<file path="src/rtl/alu_arbiter_if.sv">
// alu_arbiter_if: request/response handshakes for two requesters plus the
// shared ALU drive/result bus and arbiter status.
// slave  = arbiter side, master = requesters/ALU/environment side.
interface alu_arbiter_if;
  logic        REQ0_VLD, REQ0_RDY, REQ1_VLD, REQ1_RDY;
  logic [31:0] REQ0_A, REQ0_B, REQ1_A, REQ1_B;
  logic [4:0]  REQ0_OPC, REQ0_SHFT, REQ1_OPC, REQ1_SHFT;
  logic        REQ0_CIN, REQ1_CIN;

  logic        RSP0_VLD, RSP0_RDY, RSP1_VLD, RSP1_RDY;
  logic [31:0] RSP_RSLT;
  logic [3:0]  RSP_FLG;
  logic        RSP_ERR;

  logic        ALU_EN;
  logic [31:0] ALU_A, ALU_B;
  logic [4:0]  ALU_OPC, ALU_SHFT;
  logic        ALU_CIN;
  logic [31:0] ALU_RSLT;
  logic        ALU_ZR, ALU_OFLW, ALU_COUT, ALU_NEG;

  logic        BUSY, GNT_ID;

  modport slave (
    input  REQ0_VLD, REQ1_VLD, REQ0_A, REQ0_B, REQ1_A, REQ1_B,
           REQ0_OPC, REQ0_SHFT, REQ1_OPC, REQ1_SHFT, REQ0_CIN, REQ1_CIN,
           RSP0_RDY, RSP1_RDY,
           ALU_RSLT, ALU_ZR, ALU_OFLW, ALU_COUT, ALU_NEG,
    output REQ0_RDY, REQ1_RDY, RSP0_VLD, RSP1_VLD, RSP_RSLT, RSP_FLG, RSP_ERR,
           ALU_EN, ALU_A, ALU_B, ALU_OPC, ALU_SHFT, ALU_CIN,
           BUSY, GNT_ID
  );

  modport master (
    output REQ0_VLD, REQ1_VLD, REQ0_A, REQ0_B, REQ1_A, REQ1_B,
           REQ0_OPC, REQ0_SHFT, REQ1_OPC, REQ1_SHFT, REQ0_CIN, REQ1_CIN,
           RSP0_RDY, RSP1_RDY,
           ALU_RSLT, ALU_ZR, ALU_OFLW, ALU_COUT, ALU_NEG,
    input  REQ0_RDY, REQ1_RDY, RSP0_VLD, RSP1_VLD, RSP_RSLT, RSP_FLG, RSP_ERR,
           ALU_EN, ALU_A, ALU_B, ALU_OPC, ALU_SHFT, ALU_CIN,
           BUSY, GNT_ID
  );
endinterface

</file>
<file path="src/rtl/alu_arbiter.sv">
// alu_arbiter: two-requester arbiter in front of a shared multi-cycle ALU.
// One requester owns the ALU from grant until its response is accepted.
// Optional feature macro: ALU_ARB_ROUND_ROBIN_EN
//   defined   -> round-robin, last-granted requester loses ties
//   undefined -> fixed priority, requester 0 always wins
//
// state | meaning
// IDLE  | no owner; a pending request is granted combinationally
// EXEC  | ALU enabled with latched operands, latency counter running
// RESP  | response held for the owner until it accepts it
module alu_arbiter #(
  parameter int ALU_LAT = 1  // cycles of ALU_EN before result is valid, 1..4
) (
  input  logic     CLK,
  input  logic     RST,
  alu_arbiter_if.slave bus
);

  typedef enum logic [1:0] {IDLE = 2'd0, EXEC = 2'd1, RESP = 2'd2} state_t;

  localparam logic [2:0] LAT_LD = 3'(ALU_LAT);
  localparam logic [4:0] OPC_MAX = 5'd9;  // SLTU, last legal opcode

  state_t     state, state_nxt;
  logic [2:0] cnt;
  logic       any_vld, grant, gnt_sel, gnt_nxt, opc_ok, hs, exec_done;
  logic [4:0] sel_opc;

`ifdef ALU_ARB_ROUND_ROBIN_EN
  logic rr_last;

  // remember the last granted requester; reset value lets requester 0 win first
  always_ff @(posedge CLK or negedge RST) begin
    if (!RST)       rr_last <= 1'b1;
    else if (grant) rr_last <= gnt_sel;
  end

  // round-robin pick: on a tie the requester not granted last time wins
  always_comb begin
    if (bus.REQ0_VLD && bus.REQ1_VLD) gnt_sel = ~rr_last;
    else                              gnt_sel = bus.REQ1_VLD;
  end
`else
  // fixed priority pick: requester 1 only when requester 0 is idle
  always_comb gnt_sel = ~bus.REQ0_VLD;
`endif

  // grant qualification, opcode legality and owner handshake
  always_comb begin
    any_vld   = bus.REQ0_VLD | bus.REQ1_VLD;
    grant     = (state == IDLE) && any_vld;
    sel_opc   = gnt_sel ? bus.REQ1_OPC : bus.REQ0_OPC;
    opc_ok    = (sel_opc <= OPC_MAX);
    hs        = bus.GNT_ID ? bus.RSP1_RDY : bus.RSP0_RDY;
    gnt_nxt   = grant ? gnt_sel : bus.GNT_ID;
    exec_done = (state == EXEC) && (cnt <= 3'd1);
  end

  // state register
  always_ff @(posedge CLK or negedge RST) begin
    if (!RST) state <= IDLE;
    else      state <= state_nxt;
  end

  // next-state logic; illegal opcodes bypass EXEC
  always_comb begin
    state_nxt = state;
    case (state)
      IDLE:    if (any_vld) state_nxt = opc_ok ? EXEC : RESP;
      EXEC:    if (exec_done) state_nxt = RESP;
      RESP:    if (hs) state_nxt = IDLE;
      default: state_nxt = IDLE;
    endcase
  end

  // request ready is the only combinational output: high in the grant cycle
  always_comb begin
    bus.REQ0_RDY = grant && !gnt_sel;
    bus.REQ1_RDY = grant &&  gnt_sel;
  end

  // registered control outputs derived from the upcoming state, plus latency counter
  always_ff @(posedge CLK or negedge RST) begin
    if (!RST) begin
      bus.BUSY     <= 1'b0;
      bus.ALU_EN   <= 1'b0;
      bus.RSP0_VLD <= 1'b0;
      bus.RSP1_VLD <= 1'b0;
      bus.GNT_ID   <= 1'b0;
      cnt          <= 3'd0;
    end else begin
      bus.BUSY     <= (state_nxt != IDLE);
      bus.ALU_EN   <= (state_nxt == EXEC);
      bus.RSP0_VLD <= (state_nxt == RESP) && !gnt_nxt;
      bus.RSP1_VLD <= (state_nxt == RESP) &&  gnt_nxt;
      bus.GNT_ID   <= gnt_nxt;
      if (grant)              cnt <= opc_ok ? LAT_LD : 3'd0;
      else if (state == EXEC) cnt <= cnt - 3'd1;
    end
  end

  // latch the winner's operands on the grant edge; held stable through EXEC
  always_ff @(posedge CLK or negedge RST) begin
    if (!RST) begin
      bus.ALU_A    <= 32'd0;
      bus.ALU_B    <= 32'd0;
      bus.ALU_OPC  <= 5'd0;
      bus.ALU_SHFT <= 5'd0;
      bus.ALU_CIN  <= 1'b0;
    end else if (grant) begin
      bus.ALU_A    <= gnt_sel ? bus.REQ1_A    : bus.REQ0_A;
      bus.ALU_B    <= gnt_sel ? bus.REQ1_B    : bus.REQ0_B;
      bus.ALU_OPC  <= sel_opc;
      bus.ALU_SHFT <= gnt_sel ? bus.REQ1_SHFT : bus.REQ0_SHFT;
      bus.ALU_CIN  <= gnt_sel ? bus.REQ1_CIN  : bus.REQ0_CIN;
    end
  end

  // response capture: error response on illegal grant, ALU result at end of EXEC
  always_ff @(posedge CLK or negedge RST) begin
    if (!RST) begin
      bus.RSP_RSLT <= 32'd0;
      bus.RSP_FLG  <= 4'd0;
      bus.RSP_ERR  <= 1'b0;
    end else if (grant && !opc_ok) begin
      bus.RSP_RSLT <= 32'd0;
      bus.RSP_FLG  <= 4'd0;
      bus.RSP_ERR  <= 1'b1;
    end else if (exec_done) begin
      bus.RSP_RSLT <= bus.ALU_RSLT;
      bus.RSP_FLG  <= {bus.ALU_ZR, bus.ALU_OFLW, bus.ALU_COUT, bus.ALU_NEG};
      bus.RSP_ERR  <= 1'b0;
    end
  end

endmodule

</file>
<file path="src/flat_wrapper.sv">
// flat-port wrapper written by rule: the top's interface ports become plain ports
module alu_arbiter_flat 
#(
  parameter int ALU_LAT = 1                                                  
)
  (CLK, RST, bus_REQ0_VLD, bus_REQ1_VLD, bus_REQ0_A, bus_REQ0_B, bus_REQ1_A, bus_REQ1_B, bus_REQ0_OPC, bus_REQ0_SHFT, bus_REQ1_OPC, bus_REQ1_SHFT, bus_REQ0_CIN, bus_REQ1_CIN, bus_RSP0_RDY, bus_RSP1_RDY, bus_ALU_RSLT, bus_ALU_ZR, bus_ALU_OFLW, bus_ALU_COUT, bus_ALU_NEG, bus_REQ0_RDY, bus_REQ1_RDY, bus_RSP0_VLD, bus_RSP1_VLD, bus_RSP_RSLT, bus_RSP_FLG, bus_RSP_ERR, bus_ALU_EN, bus_ALU_A, bus_ALU_B, bus_ALU_OPC, bus_ALU_SHFT, bus_ALU_CIN, bus_BUSY, bus_GNT_ID);
  alu_arbiter_if bus_i ();
  input  logic CLK;
  input  logic RST;
  input wire logic [$bits(bus_i.REQ0_VLD)-1:0] bus_REQ0_VLD;
  input wire logic [$bits(bus_i.REQ1_VLD)-1:0] bus_REQ1_VLD;
  input wire logic [$bits(bus_i.REQ0_A)-1:0] bus_REQ0_A;
  input wire logic [$bits(bus_i.REQ0_B)-1:0] bus_REQ0_B;
  input wire logic [$bits(bus_i.REQ1_A)-1:0] bus_REQ1_A;
  input wire logic [$bits(bus_i.REQ1_B)-1:0] bus_REQ1_B;
  input wire logic [$bits(bus_i.REQ0_OPC)-1:0] bus_REQ0_OPC;
  input wire logic [$bits(bus_i.REQ0_SHFT)-1:0] bus_REQ0_SHFT;
  input wire logic [$bits(bus_i.REQ1_OPC)-1:0] bus_REQ1_OPC;
  input wire logic [$bits(bus_i.REQ1_SHFT)-1:0] bus_REQ1_SHFT;
  input wire logic [$bits(bus_i.REQ0_CIN)-1:0] bus_REQ0_CIN;
  input wire logic [$bits(bus_i.REQ1_CIN)-1:0] bus_REQ1_CIN;
  input wire logic [$bits(bus_i.RSP0_RDY)-1:0] bus_RSP0_RDY;
  input wire logic [$bits(bus_i.RSP1_RDY)-1:0] bus_RSP1_RDY;
  input wire logic [$bits(bus_i.ALU_RSLT)-1:0] bus_ALU_RSLT;
  input wire logic [$bits(bus_i.ALU_ZR)-1:0] bus_ALU_ZR;
  input wire logic [$bits(bus_i.ALU_OFLW)-1:0] bus_ALU_OFLW;
  input wire logic [$bits(bus_i.ALU_COUT)-1:0] bus_ALU_COUT;
  input wire logic [$bits(bus_i.ALU_NEG)-1:0] bus_ALU_NEG;
  output wire logic [$bits(bus_i.REQ0_RDY)-1:0] bus_REQ0_RDY;
  output wire logic [$bits(bus_i.REQ1_RDY)-1:0] bus_REQ1_RDY;
  output wire logic [$bits(bus_i.RSP0_VLD)-1:0] bus_RSP0_VLD;
  output wire logic [$bits(bus_i.RSP1_VLD)-1:0] bus_RSP1_VLD;
  output wire logic [$bits(bus_i.RSP_RSLT)-1:0] bus_RSP_RSLT;
  output wire logic [$bits(bus_i.RSP_FLG)-1:0] bus_RSP_FLG;
  output wire logic [$bits(bus_i.RSP_ERR)-1:0] bus_RSP_ERR;
  output wire logic [$bits(bus_i.ALU_EN)-1:0] bus_ALU_EN;
  output wire logic [$bits(bus_i.ALU_A)-1:0] bus_ALU_A;
  output wire logic [$bits(bus_i.ALU_B)-1:0] bus_ALU_B;
  output wire logic [$bits(bus_i.ALU_OPC)-1:0] bus_ALU_OPC;
  output wire logic [$bits(bus_i.ALU_SHFT)-1:0] bus_ALU_SHFT;
  output wire logic [$bits(bus_i.ALU_CIN)-1:0] bus_ALU_CIN;
  output wire logic [$bits(bus_i.BUSY)-1:0] bus_BUSY;
  output wire logic [$bits(bus_i.GNT_ID)-1:0] bus_GNT_ID;
  assign bus_i.REQ0_VLD = bus_REQ0_VLD;
  assign bus_i.REQ1_VLD = bus_REQ1_VLD;
  assign bus_i.REQ0_A = bus_REQ0_A;
  assign bus_i.REQ0_B = bus_REQ0_B;
  assign bus_i.REQ1_A = bus_REQ1_A;
  assign bus_i.REQ1_B = bus_REQ1_B;
  assign bus_i.REQ0_OPC = bus_REQ0_OPC;
  assign bus_i.REQ0_SHFT = bus_REQ0_SHFT;
  assign bus_i.REQ1_OPC = bus_REQ1_OPC;
  assign bus_i.REQ1_SHFT = bus_REQ1_SHFT;
  assign bus_i.REQ0_CIN = bus_REQ0_CIN;
  assign bus_i.REQ1_CIN = bus_REQ1_CIN;
  assign bus_i.RSP0_RDY = bus_RSP0_RDY;
  assign bus_i.RSP1_RDY = bus_RSP1_RDY;
  assign bus_i.ALU_RSLT = bus_ALU_RSLT;
  assign bus_i.ALU_ZR = bus_ALU_ZR;
  assign bus_i.ALU_OFLW = bus_ALU_OFLW;
  assign bus_i.ALU_COUT = bus_ALU_COUT;
  assign bus_i.ALU_NEG = bus_ALU_NEG;
  assign bus_REQ0_RDY = bus_i.REQ0_RDY;
  assign bus_REQ1_RDY = bus_i.REQ1_RDY;
  assign bus_RSP0_VLD = bus_i.RSP0_VLD;
  assign bus_RSP1_VLD = bus_i.RSP1_VLD;
  assign bus_RSP_RSLT = bus_i.RSP_RSLT;
  assign bus_RSP_FLG = bus_i.RSP_FLG;
  assign bus_RSP_ERR = bus_i.RSP_ERR;
  assign bus_ALU_EN = bus_i.ALU_EN;
  assign bus_ALU_A = bus_i.ALU_A;
  assign bus_ALU_B = bus_i.ALU_B;
  assign bus_ALU_OPC = bus_i.ALU_OPC;
  assign bus_ALU_SHFT = bus_i.ALU_SHFT;
  assign bus_ALU_CIN = bus_i.ALU_CIN;
  assign bus_BUSY = bus_i.BUSY;
  assign bus_GNT_ID = bus_i.GNT_ID;
  alu_arbiter #(.ALU_LAT(ALU_LAT)) u_core (.CLK(CLK), .RST(RST), .bus(bus_i));
endmodule
</file>
<file path="config.mk">
export PLATFORM = sky130hd
export DESIGN_NAME = alu_arbiter_flat
export DESIGN_NICKNAME = d
export VERILOG_FILES = /design/src/rtl/alu_arbiter_if.sv /design/src/rtl/alu_arbiter.sv /design/src/flat_wrapper.sv
export SDC_FILE = /design/constraint.sdc
export NUM_CORES = 1
export LEC_CHECK = 0
export CAP_MARGIN = 20
export CORE_AREA = 2 2 121 123
export CTS_CLUSTER_SIZE = 14
export DETAILED_ROUTE_END_ITERATION = 6
export DIE_AREA = 0 0 123 125
export GPL_TIMING_DRIVEN = 0
export PLACE_DENSITY = 0.86
export REMOVE_ABC_BUFFERS = 1
export SKIP_CTS_REPAIR_TIMING = 1
export SLEW_MARGIN = 20
export SYNTH_ARGS = -nofsm -noshare
export SYNTH_HDL_FRONTEND = slang
export SYNTH_SLANG_ARGS = --single-unit
</file>
<file path="constraint.sdc">
create_clock -name CLK -period 2 [get_ports CLK]
set_input_delay 0.4 -clock CLK [delete_from_list [all_inputs] [get_ports CLK]]
set_output_delay 0.4 -clock CLK [all_outputs]
set_load 0.02 [all_outputs]
</file>
==> results of run 1 <==
-- metal layers --
layer	GRT usage	wire, µm	vias to the layer above	part of all wire
li1	-	-	2265	-
met1	0.227	6280	2261	0.37
met2	0.366	8590	216	0.50
met3	0.0999	1810	37	0.11
met4	0.0862	455	0	0.027
met5	0	0	-	0
-- layout by cell type (no fill, tap or decap), drive strengths merged, types with 4 or more instances in the layout --
master         Yosys  routed
bufinv             0       5
nor3               4       4
o21ai             80      80
buf               19      17
dfrtp            122     122
nor2               8       8
clkbuf            14      22
clkdlybuf4s50      0     306
mux2i             74      74
a22o              37      37
nand2             76      76
clkinv             0       4
-- how the worst max path moves through the flow --
| stage | startpoint | endpoint | cells after the start |
|---|---|---|---|
| floorplan | u_core.cnt[0] | u_core.bus.RSP0_VLD | 5 |
| global placement | bus_REQ0_VLD | u_core.bus.ALU_A[11] | 4 |
| detailed placement | bus_REQ0_VLD | bus_REQ0_RDY | 6 |
| CTS | bus_REQ0_VLD | bus_REQ0_RDY | 6 |
| global route | u_core.state[0] | bus_REQ0_RDY | 4 |
| finish | u_core.state[0] | bus_REQ0_RDY | 4 |
-- final cells by class --
class	instances	area share
tap	184	0.0247
multi-input combinational	305	0.222
timing repair buffer	325	0.354
clock inverter	11	0.0207
inverter	3	0.00121
clock buffer	21	0.0494
sequential	122	0.328
-- through the flow --
step / cells / power (mW) / utilization / worst slack (ns)
final: 971 / 14.2 / 0.656 / 0.0226
after global placement: 923 / 10.1 / 0.592 / -6.52
after CTS: 962 / 14.1 / 0.647 / -0.701
after floorplan: 429 / 7.23 / - / -1.44
after detailed placement: 930 / 10.7 / 0.601 / -0.690
after global routing: 971 / 15.0 / 0.656 / -0.0185
-- worst max-delay path, delay by kind of cell, from the launching register on --
| kind | cells | cell delay [ns] |
|---|---|---|
| buffers and inverters | 1 | 0.11 |
| AND/OR/NAND/NOR | 3 | 0.61 |
| flip-flops | 1 | 0.45 |
-- report_power, final --
| part | switching, mW | internal (mW) |
|---|---|---|
| Combinational | 3.43 | 3.14 |
| Clock | 1.11 | 2.28 |
| Sequential | 0.647 | 3.63 |
| Total | 5.18 | 9.04 |
-- cell families (layout without fill, tap and decap cells) --
| logic type | after synthesis | count (layout) | synth area share |
|---|---|---|---|
| AO/OA/AOI/OAI | 127 | 127 | 0.154 |
| flip-flops | 122 | 122 | 0.584 |
| AND/OR/NAND/NOR | 99 | 100 | 0.0797 |
| multiplexers | 75 | 75 | 0.144 |
| buffers and inverters | 36 | 360 | 0.0321 |
| adder cells (fa/ha/maj) | 2 | 2 | 0.00479 |
| XOR/XNOR | 1 | 1 | 0.00168 |
-- sequential cells by signal, summed over array words and instances, names as in the netlist, 2 cells and up --
| name | cells |
|---|---|
| u_core.bus.ALU_SHFT | 5 |
| u_core.bus.RSP_FLG | 4 |
| u_core.state | 2 |
| u_core.bus.RSP_RSLT | 32 |
| u_core.bus.ALU_OPC | 5 |
| u_core.cnt | 3 |
| u_core.bus.ALU_B | 32 |
| u_core.bus.ALU_A | 32 |
==> flow_summary_export.csv, run 1 <==
group,metric,value,unit
flow_run,cap_violations,0,
setup_path,timing.rr.start,"u_core.cnt[0]",
sta,maxSlewViolCount,0,
grt,grt_max_degree,85,
grt,track_usage,0.214,
synthesis,ys_warn_count,0,
sta,fin_crit_sh,0.989,
setup_path,crit_path_max_incr_delay,0.45,ns
status,status,"complete, no violations",
pwr,power_leakage,4.12,nW
grt,grt_pass1_wl,25.2,mm
layout,drive_gt1_frac,0.0801,
layout,layout.nets,968,
die,die_x,123,µm
clocking,cts_root_buf,"clkbuf_16",
sta,setup_tns,0,ns
setup_path,regToRegSetupSlack,0.09,ns
die,die_y,125,µm
setup_path,critPathArrivalTime,1.58,ns
synthesis,avgSynthCellArea,11.3,µm²
pwr,cellPowerDensity,1530,nW/µm²
setup_path,cp_max_fo,7,
layout,fin_area,9320,µm²
synthesis,synth_cell_types,35,
placement,portBuffers,310,
clocking,cts_made_buffers,17,
layout,multi_input_area,2070,µm²
die,core,14200,µm²
synthesis,synth_commonest_cells,"dfrtp_1, nand2_1, mux2i_1, o21ai_0, a22o_1",
setup_path,required,1.60,ns
synthesis,synth_top_area_cell,"dfrtp_1",
sta,clock.fmax,0.506,GHz
synthesis,netlist_area,5230,µm²
sta,relSlewSlack,0.524,
route,viasPerCell,4.92,
route,drt_pass1_iterations,4,
setup_path,worstSetupPathType,"reg2out",
sta,whs,0.477,ns
setup_path,reg2reg_to,"u_core.bus.RSP_RSLT[26]",
grt,overflow,0,
sta,hold_violations,0,
layout,fillers,1087,
route,postRouteAntennaNets,0,
setup_path,worstSetupStartpointType,"register",
sta,period_needed,1.98,ns
setup_path,cp_slowest_cell,"dfrtp_2",
clocking,cts_tree,"yes",
synthesis,yosys-top-cells-area,"dfrtp_1, mux2i_1, o21ai_0",
setup_path,rr_worst_depth,7,
clocking,clockBufferDepth,2,
clocking,clkTransAtPathRegs,0.05,ns
synthesis,yosysMostFrequentCell,"dfrtp_1",
pwr,ir_drop,0.735,mV
synthesis,syn_inst,462,
synthesis,synth-seq-area-share,0.584,
grt,antenna_found_initial,0,
die,die_area,15400,µm²
sta,max_slew.worst_pin.slew,0.714,ns
synthesis,ys_seq_elements,122,
layout,areaGrowthSynthToFinish,78.4,%
route,first_iter_violations,131,
placement,place_congestion,0.820,
die,rows,44,
placement,hpwlAfterDp,12.3,mm
hold_path,min_path_cells,2,
clocking,htree_levels,4,
synthesis,synth.top_cell.area_share,0.584,
hold_path,hold_path_end,"u_core.bus.ALU_A[16]",
synthesis,ys.flop_type,"dfrtp_1",
layout,register_area,3050,µm²
layout,num_antenna_cells,0,
clocking,clkLatencyLatePin,0.42,ns
hold_path,min-delay-start,"u_core.bus.ALU_A[16]",
route,drcViolationCount,0,
route,num_vias,4779,
placement,placed_area,8530,µm²
die,start_util,0.368,
sta,setup_violations,0,
route,drt_wl_total,17.1,mm
setup_path,cp_cell_sequence,"or2_4 -> nor2_4 -> and2_4 -> buf_6",
synthesis,synth_edf_count,0,
sta,rsz0062_at_grt,"true",
grt,grt_pass1_vias,4852,
sta,fin_skew,0.0165,ns
setup_path,critPathCaptureType,"primary output",
clocking,cts.sinks,122,
hold_path,min-delay-path-class,"reg2reg",
synthesis,synth-async-reset-ratio,1.00,
die,ios,311,
route,wl_per_cell,17.6,µm
(Power assumes the default switching activity.)
==> inputs of run 2 (changes only) <==
Settings changed: CORE_AREA 2 2 121 123 to 2 2 119 121, CTS_BUF_LIST from default to sky130_fd_sc_hd__clkbuf_4, DIE_AREA 0 0 123 125 to 0 0 121 123, PLACE_DENSITY 0.86 to 0.88.
==> flow_summary_export.csv, run 2 (synthesis gave the netlist of run 1 again) <==
group,metric,value,unit
status,status,"finished with violations",
status,violations,"setup timing",
grt,grt_pass1_wl,24.8,mm
pwr,cellPowerDensity,1400,nW/µm²
layout,areaGrowthSynthToFinish,71.5,%
flow_run,cap_violations,0,
setup_path,regToRegSetupSlack,0.06,ns
sta,clock.fmax,0.488,GHz
layout,layout.nets,967,
clocking,clockBufferDepth,2,
clocking,cts.sinks,122,
layout,final_common_cell,"clkdlybuf4s50_1",
grt,overflow,0,
layout,final_cell_mix,"clkdlybuf4s50_1, dfrtp_1, nand2_1, o21ai_0, mux2i_1",
clocking,cts_tree,"yes",
setup_path,worstPathBufferInverterCount,1,
setup_path,cp_max_fo,5,
setup_path,reg2reg_to,"u_core.bus.RSP_RSLT[6]",
clocking,clkTransAtPathRegs,0.12,ns
die,die_x,121,µm
setup_path,critPathArrivalTime,1.65,ns
sta,fin_skew,0.0157,ns
hold_path,min-delay-start,"bus_REQ0_VLD",
layout,fillers,1002,
sta,maxSlewViolCount,0,
die,rows,43,
pwr,ir_drop,0.827,mV
placement,placedCellCount,925,
route,postRouteAntennaNets,0,
hold_path,hold_path_end,"u_core.bus.ALU_SHFT[4]",
route,drt_wl_total,16.9,mm
die,start_util,0.384,
hold_path,min-delay-path-class,"in2reg",
layout,drive_gt1_frac,0.0763,
sta,fin_ws,-0.0473,ns
grt,antenna_found_initial,0,
setup_path,crit_path_max_incr_delay,0.46,ns
route,drcViolationCount,0,
setup_path,critPathCaptureType,"primary output",
setup_path,rr_worst_depth,6,
sta,setup_violations,1,
setup_path,cp_slowest_cell,"dfrtp_2",
sta,fin_crit_sh,1.02,
setup_path,worstSetupStartpointType,"register",
sta,hold_violations,0,
sta,period_needed,2.05,ns
setup_path,cp_cell_sequence,"or2_4 -> nor2_4 -> and2_1 -> buf_6",
route,drt_pass1_iterations,4,
placement,hpwlAfterDp,12.7,mm
die,ios,311,
grt,grt_pass1_vias,4827,
hold_path,min_path_cells,3,
route,num_vias,4778,
grt,track_usage,0.217,
die,die_y,123,µm
clocking,cts_root_buf,"clkbuf_4",
sta,max_slew.worst_pin.slew,0.631,ns
placement,pre_cts_ws,-0.786,ns
sta,rsz0062_at_grt,"true",
route,wl_per_cell,17.5,µm
placement,place_congestion,0.768,
layout,fin_cells,966,
setup_path,critPathTopFamily,"simple AND/OR/NAND/NOR gates",
setup_path,timing.rr.start,"u_core.state[0]",
setup_path,required,1.60,ns
grt,grt_max_degree,89,
layout,top_regs,"u_core.bus.ALU_A x32, u_core.bus.ALU_B x32, u_core.bus.RSP_RSLT x32",
route,first_iter_violations,174,
route,viasPerCell,4.95,
die,die_area,14900,µm²
placement,portBuffers,310,
die,core,13600,µm²
clocking,clkLatencyLatePin,0.51,ns
clocking,htree_levels,4,
setup_path,worstSetupPathType,"reg2out",
sta,relSlewSlack,0.579,
layout,num_antenna_cells,0,
pwr,power_leakage,4.08,nW
clocking,cts_made_buffers,17,
-- run 2: changes by cell type in the layout (fill, tap and decap cells not counted), sizes merged --
| cell | previous run | this run |
|---|---|---|
| clkbuf | 22 | 20 |
| dlymetal6s2s | 0 | 9 |
| clkdlybuf4s50 | 306 | 297 |
| bufinv | 5 | 3 |
| clkinv | 4 | 7 |
| clkinvlp | 2 | 3 |
| or2 | 3 | 2 |
-- run 2: area by class of cell --
cell class              count  area, µm²  share of cell area
well taps                 180        225              0.0251
multi-input cells         304       2050               0.228
inverters                   3       11.3             0.00126
flip-flops and latches    122       3050               0.341
clock buffers              19        143              0.0159
repair buffers            325       3330               0.372
clock inverters            13        153              0.0170
-- run 2: worst register-to-register path, delay by kind of cell (launching register included) --
kind	cells	cell delay, ns
compound gates	2	0.62
flops	1	0.46
simple gates	2	0.38
buf+inv	2	0.37
-- run 2: report_power, final --
part	leakage (nW)	internal (mW)	switching (mW)	total, mW
Sequential	1.55	3.61	0.647	4.26
Combinational	2.38	3.10	3.37	6.47
Clock	0.153	0.882	0.927	1.81
-- run 2: per-stage QoR --
| stage | TNS, ns | area, µm² | power [mW] | util | hold slack [ns] |
|---|---|---|---|---|---|
| finish | -0.0473 | 8960 | 12.5 | 0.659 | 0.385 |
| CTS | -8.13 | 8820 | 12.5 | 0.648 | -0.185 |
| global placement | -1194.23 | 8400 | 10.3 | 0.617 | 0.460 |
| floorplan | -156.11 | 5070 | 7.23 | - | 0.104 |
| global route | -0.381 | 8960 | 13.3 | 0.659 | 0.370 |
| detailed placement | -47.37 | 8530 | 10.7 | 0.626 | 0.403 |
-- run 2: per-layer routing --
metal / wire length, µm / global-route usage
met1: 6350 / 0.247
met2: 8640 / 0.376
met3: 1690 / 0.0849
met4: 239 / 0.0705
met5: 0 / 0
-- run 2: worst max-delay path by stage --
stage,from,endpoint,slack [ns],cells after the start
after floorplan,u_core.cnt[0],u_core.bus.RSP0_VLD,-1.44,5
after global placement,bus_REQ0_VLD,u_core.bus.ALU_EN,-6.06,4
after detailed placement,bus_REQ0_VLD,u_core.bus.RSP_RSLT[22],-0.79,8
after CTS,u_core.state[0],bus_REQ0_RDY,-0.77,4
after global routing,u_core.state[0],bus_REQ0_RDY,-0.14,4
final,u_core.state[0],bus_REQ0_RDY,-0.05,4
==> inputs of run 3 (changes only) <==
Settings changed: GPL_TIMING_DRIVEN 0 to default, SKIP_CTS_REPAIR_TIMING 1 to default, SLEW_MARGIN 20 to 40.
==> flow_summary_export.csv, run 3 (synthesis gave the netlist of run 1 again) <==
group,metric,value,unit
setup_path,required,1.60,ns
hold_path,min-delay-path-class,"in2async",
sta,clock.fmax,0.509,GHz
route,postRouteAntennaNets,0,
sta,max_slew.worst_pin.slew,0.523,ns
die,ios,311,
die,die_area,14900,µm²
route,drcViolationCount,0,
placement,placed_area,8580,µm²
layout,multi_input_area,2040,µm²
sta,period_needed,1.96,ns
grt,antenna_found_initial,0,
layout,final_cell_mix,"clkdlybuf4s50_1, dfrtp_1, nand2_1, o21ai_0, mux2i_1",
pwr,ir_drop,0.820,mV
route,drt_wl_total,17.1,mm
placement,place_congestion,0.798,
grt,track_usage,0.225,
flow_run,cap_violations,0,
die,die_y,123,µm
layout,num_antenna_cells,0,
layout,final_common_cell,"clkdlybuf4s50_1",
setup_path,cp_max_fo,3,
grt,overflow,0,
sta,fin_skew,0.0179,ns
clocking,cts_made_buffers,17,
pwr,power_leakage,5.01,nW
sta,maxSlewViolCount,0,
sta,relSlewSlack,0.651,
grt,grt_max_degree,85,
placement,hpwlAfterDp,12.9,mm
clocking,cts.sinks,122,
layout,areaGrowthSynthToFinish,74.2,%
die,core,13600,µm²
layout,drive_gt1_frac,0.0787,
clocking,cts_root_buf,"clkbuf_4",
clocking,cts_tree,"yes",
setup_path,critPathCaptureType,"primary output",
layout,fin_area,9100,µm²
layout,fin_cells,968,
placement,portBuffers,310,
clocking,clkTransAtPathRegs,0.11,ns
setup_path,worstSetupStartpointType,"register",
clocking,clockBufferDepth,2,
setup_path,worstSetupPathType,"reg2out",
pwr,cellPowerDensity,1360,nW/µm²
die,rows,43,
route,wl_per_cell,17.7,µm
sta,hold_violations,0,
sta,setup_violations,0,
grt,grt_pass1_vias,4914,
clocking,clkLatencyLatePin,0.56,ns
layout,top_regs,"u_core.bus.ALU_A x32, u_core.bus.ALU_B x32, u_core.bus.RSP_RSLT x32",
die,die_x,121,µm
route,first_iter_violations,214,
layout,layout.nets,969,
die,start_util,0.384,
route,viasPerCell,4.94,
status,status,"complete, no violations",
layout,register_area,3050,µm²
placement,placedCellCount,933,
route,drt_pass1_iterations,5,
sta,fin_crit_sh,0.982,
clocking,htree_levels,4,
grt,grt_pass1_wl,25.3,mm
sta,rsz0062_at_grt,"true",
route,num_vias,4786,
setup_path,critPathArrivalTime,1.56,ns
layout,fillers,987,
==> run 3: changes by cell type in the layout (fill, tap and decap cells not counted), moves of 2 or more <==
cell,change
buf_4,+3
buf_6,-2
buf_16,-3
clkdlybuf4s50_1,-86
dlygate4sd2_1,+23
dlymetal6s2s_1,+63
buf_12,+6
==> run 3: critical path, cell delays in order (launching register included) <==
cell	delay [ns]
dfrtp_1	0.40
or2_4	0.29
nor2_4	0.09
and2_4	0.14
buf_6	0.10
==> run 3: metal layers <==
layer	wire, µm	global-route usage	vias up
met2	8620	0.387	227
li1	-	-	2271
met3	1750	0.0996	27
met4	343	0.0850	0
met5	0	0	-
met1	6370	0.247	2261
==> run 3: report_power, final <==
group	internal [mW]	total, mW	switching, mW
clock	1.01	1.95	0.940
combinational	2.85	6.23	3.38
sequential	3.61	4.23	0.625
==> run 3: cell type report <==
class | instances | area share
clock buffers | 19 | 0.0157
flip-flops and latches | 122 | 0.335
repair buffers | 327 | 0.380
multi-input cells | 304 | 0.224
inverters | 3 | 0.00124
well taps | 180 | 0.0247
clock inverters | 13 | 0.0194
==> run 3: through the flow <==
stage,utilization,power (mW),hold slack [ns],TNS (ns),worst slack (ns)
global placement,0.630,10.6,0.442,-0.784,-0.223
detailed placement,0.630,10.8,0.447,-1.64,-0.242
floorplan,-,7.23,0.104,-156.11,-1.44
global route,0.669,13.2,0.391,-0.144,-0.0668
finish,0.669,12.4,0.402,0,0.0350
CTS,0.654,12.7,0.379,-0.0392,-0.0392
==> run 3: path summary, 6_finish.rpt <==
check,start,to,slack (ns),cells past startpoint
worst max-delay path,u_core.state[1],bus_REQ0_RDY,0.04,4
worst min-delay path,RST,u_core.bus.ALU_A[16],0.40,3
worst max register to register,u_core.state[1],u_core.bus.RSP_RSLT[5],0.20,6
worst min register to register,u_core.bus.ALU_B[7],u_core.bus.ALU_B[7],0.48,2
max in group asynchronous,RST,u_core.bus.ALU_B[22],1.28,3
min in group CLK,bus_REQ0_VLD,u_core.bus.ALU_OPC[3],0.43,4
==> run 3: what timing repair did <==
| action | CTS | global route |
|---|---|---|
| hold buffers | 1 | 0 |
| pin swaps | 2 | 2 |
| buffers inserted | 0 | 2 |
| gates resized for setup | 39 | 75 |
| endpoints found under the hold margin | 122 | 0 |
| endpoints found under the setup margin | 25 | 74 |
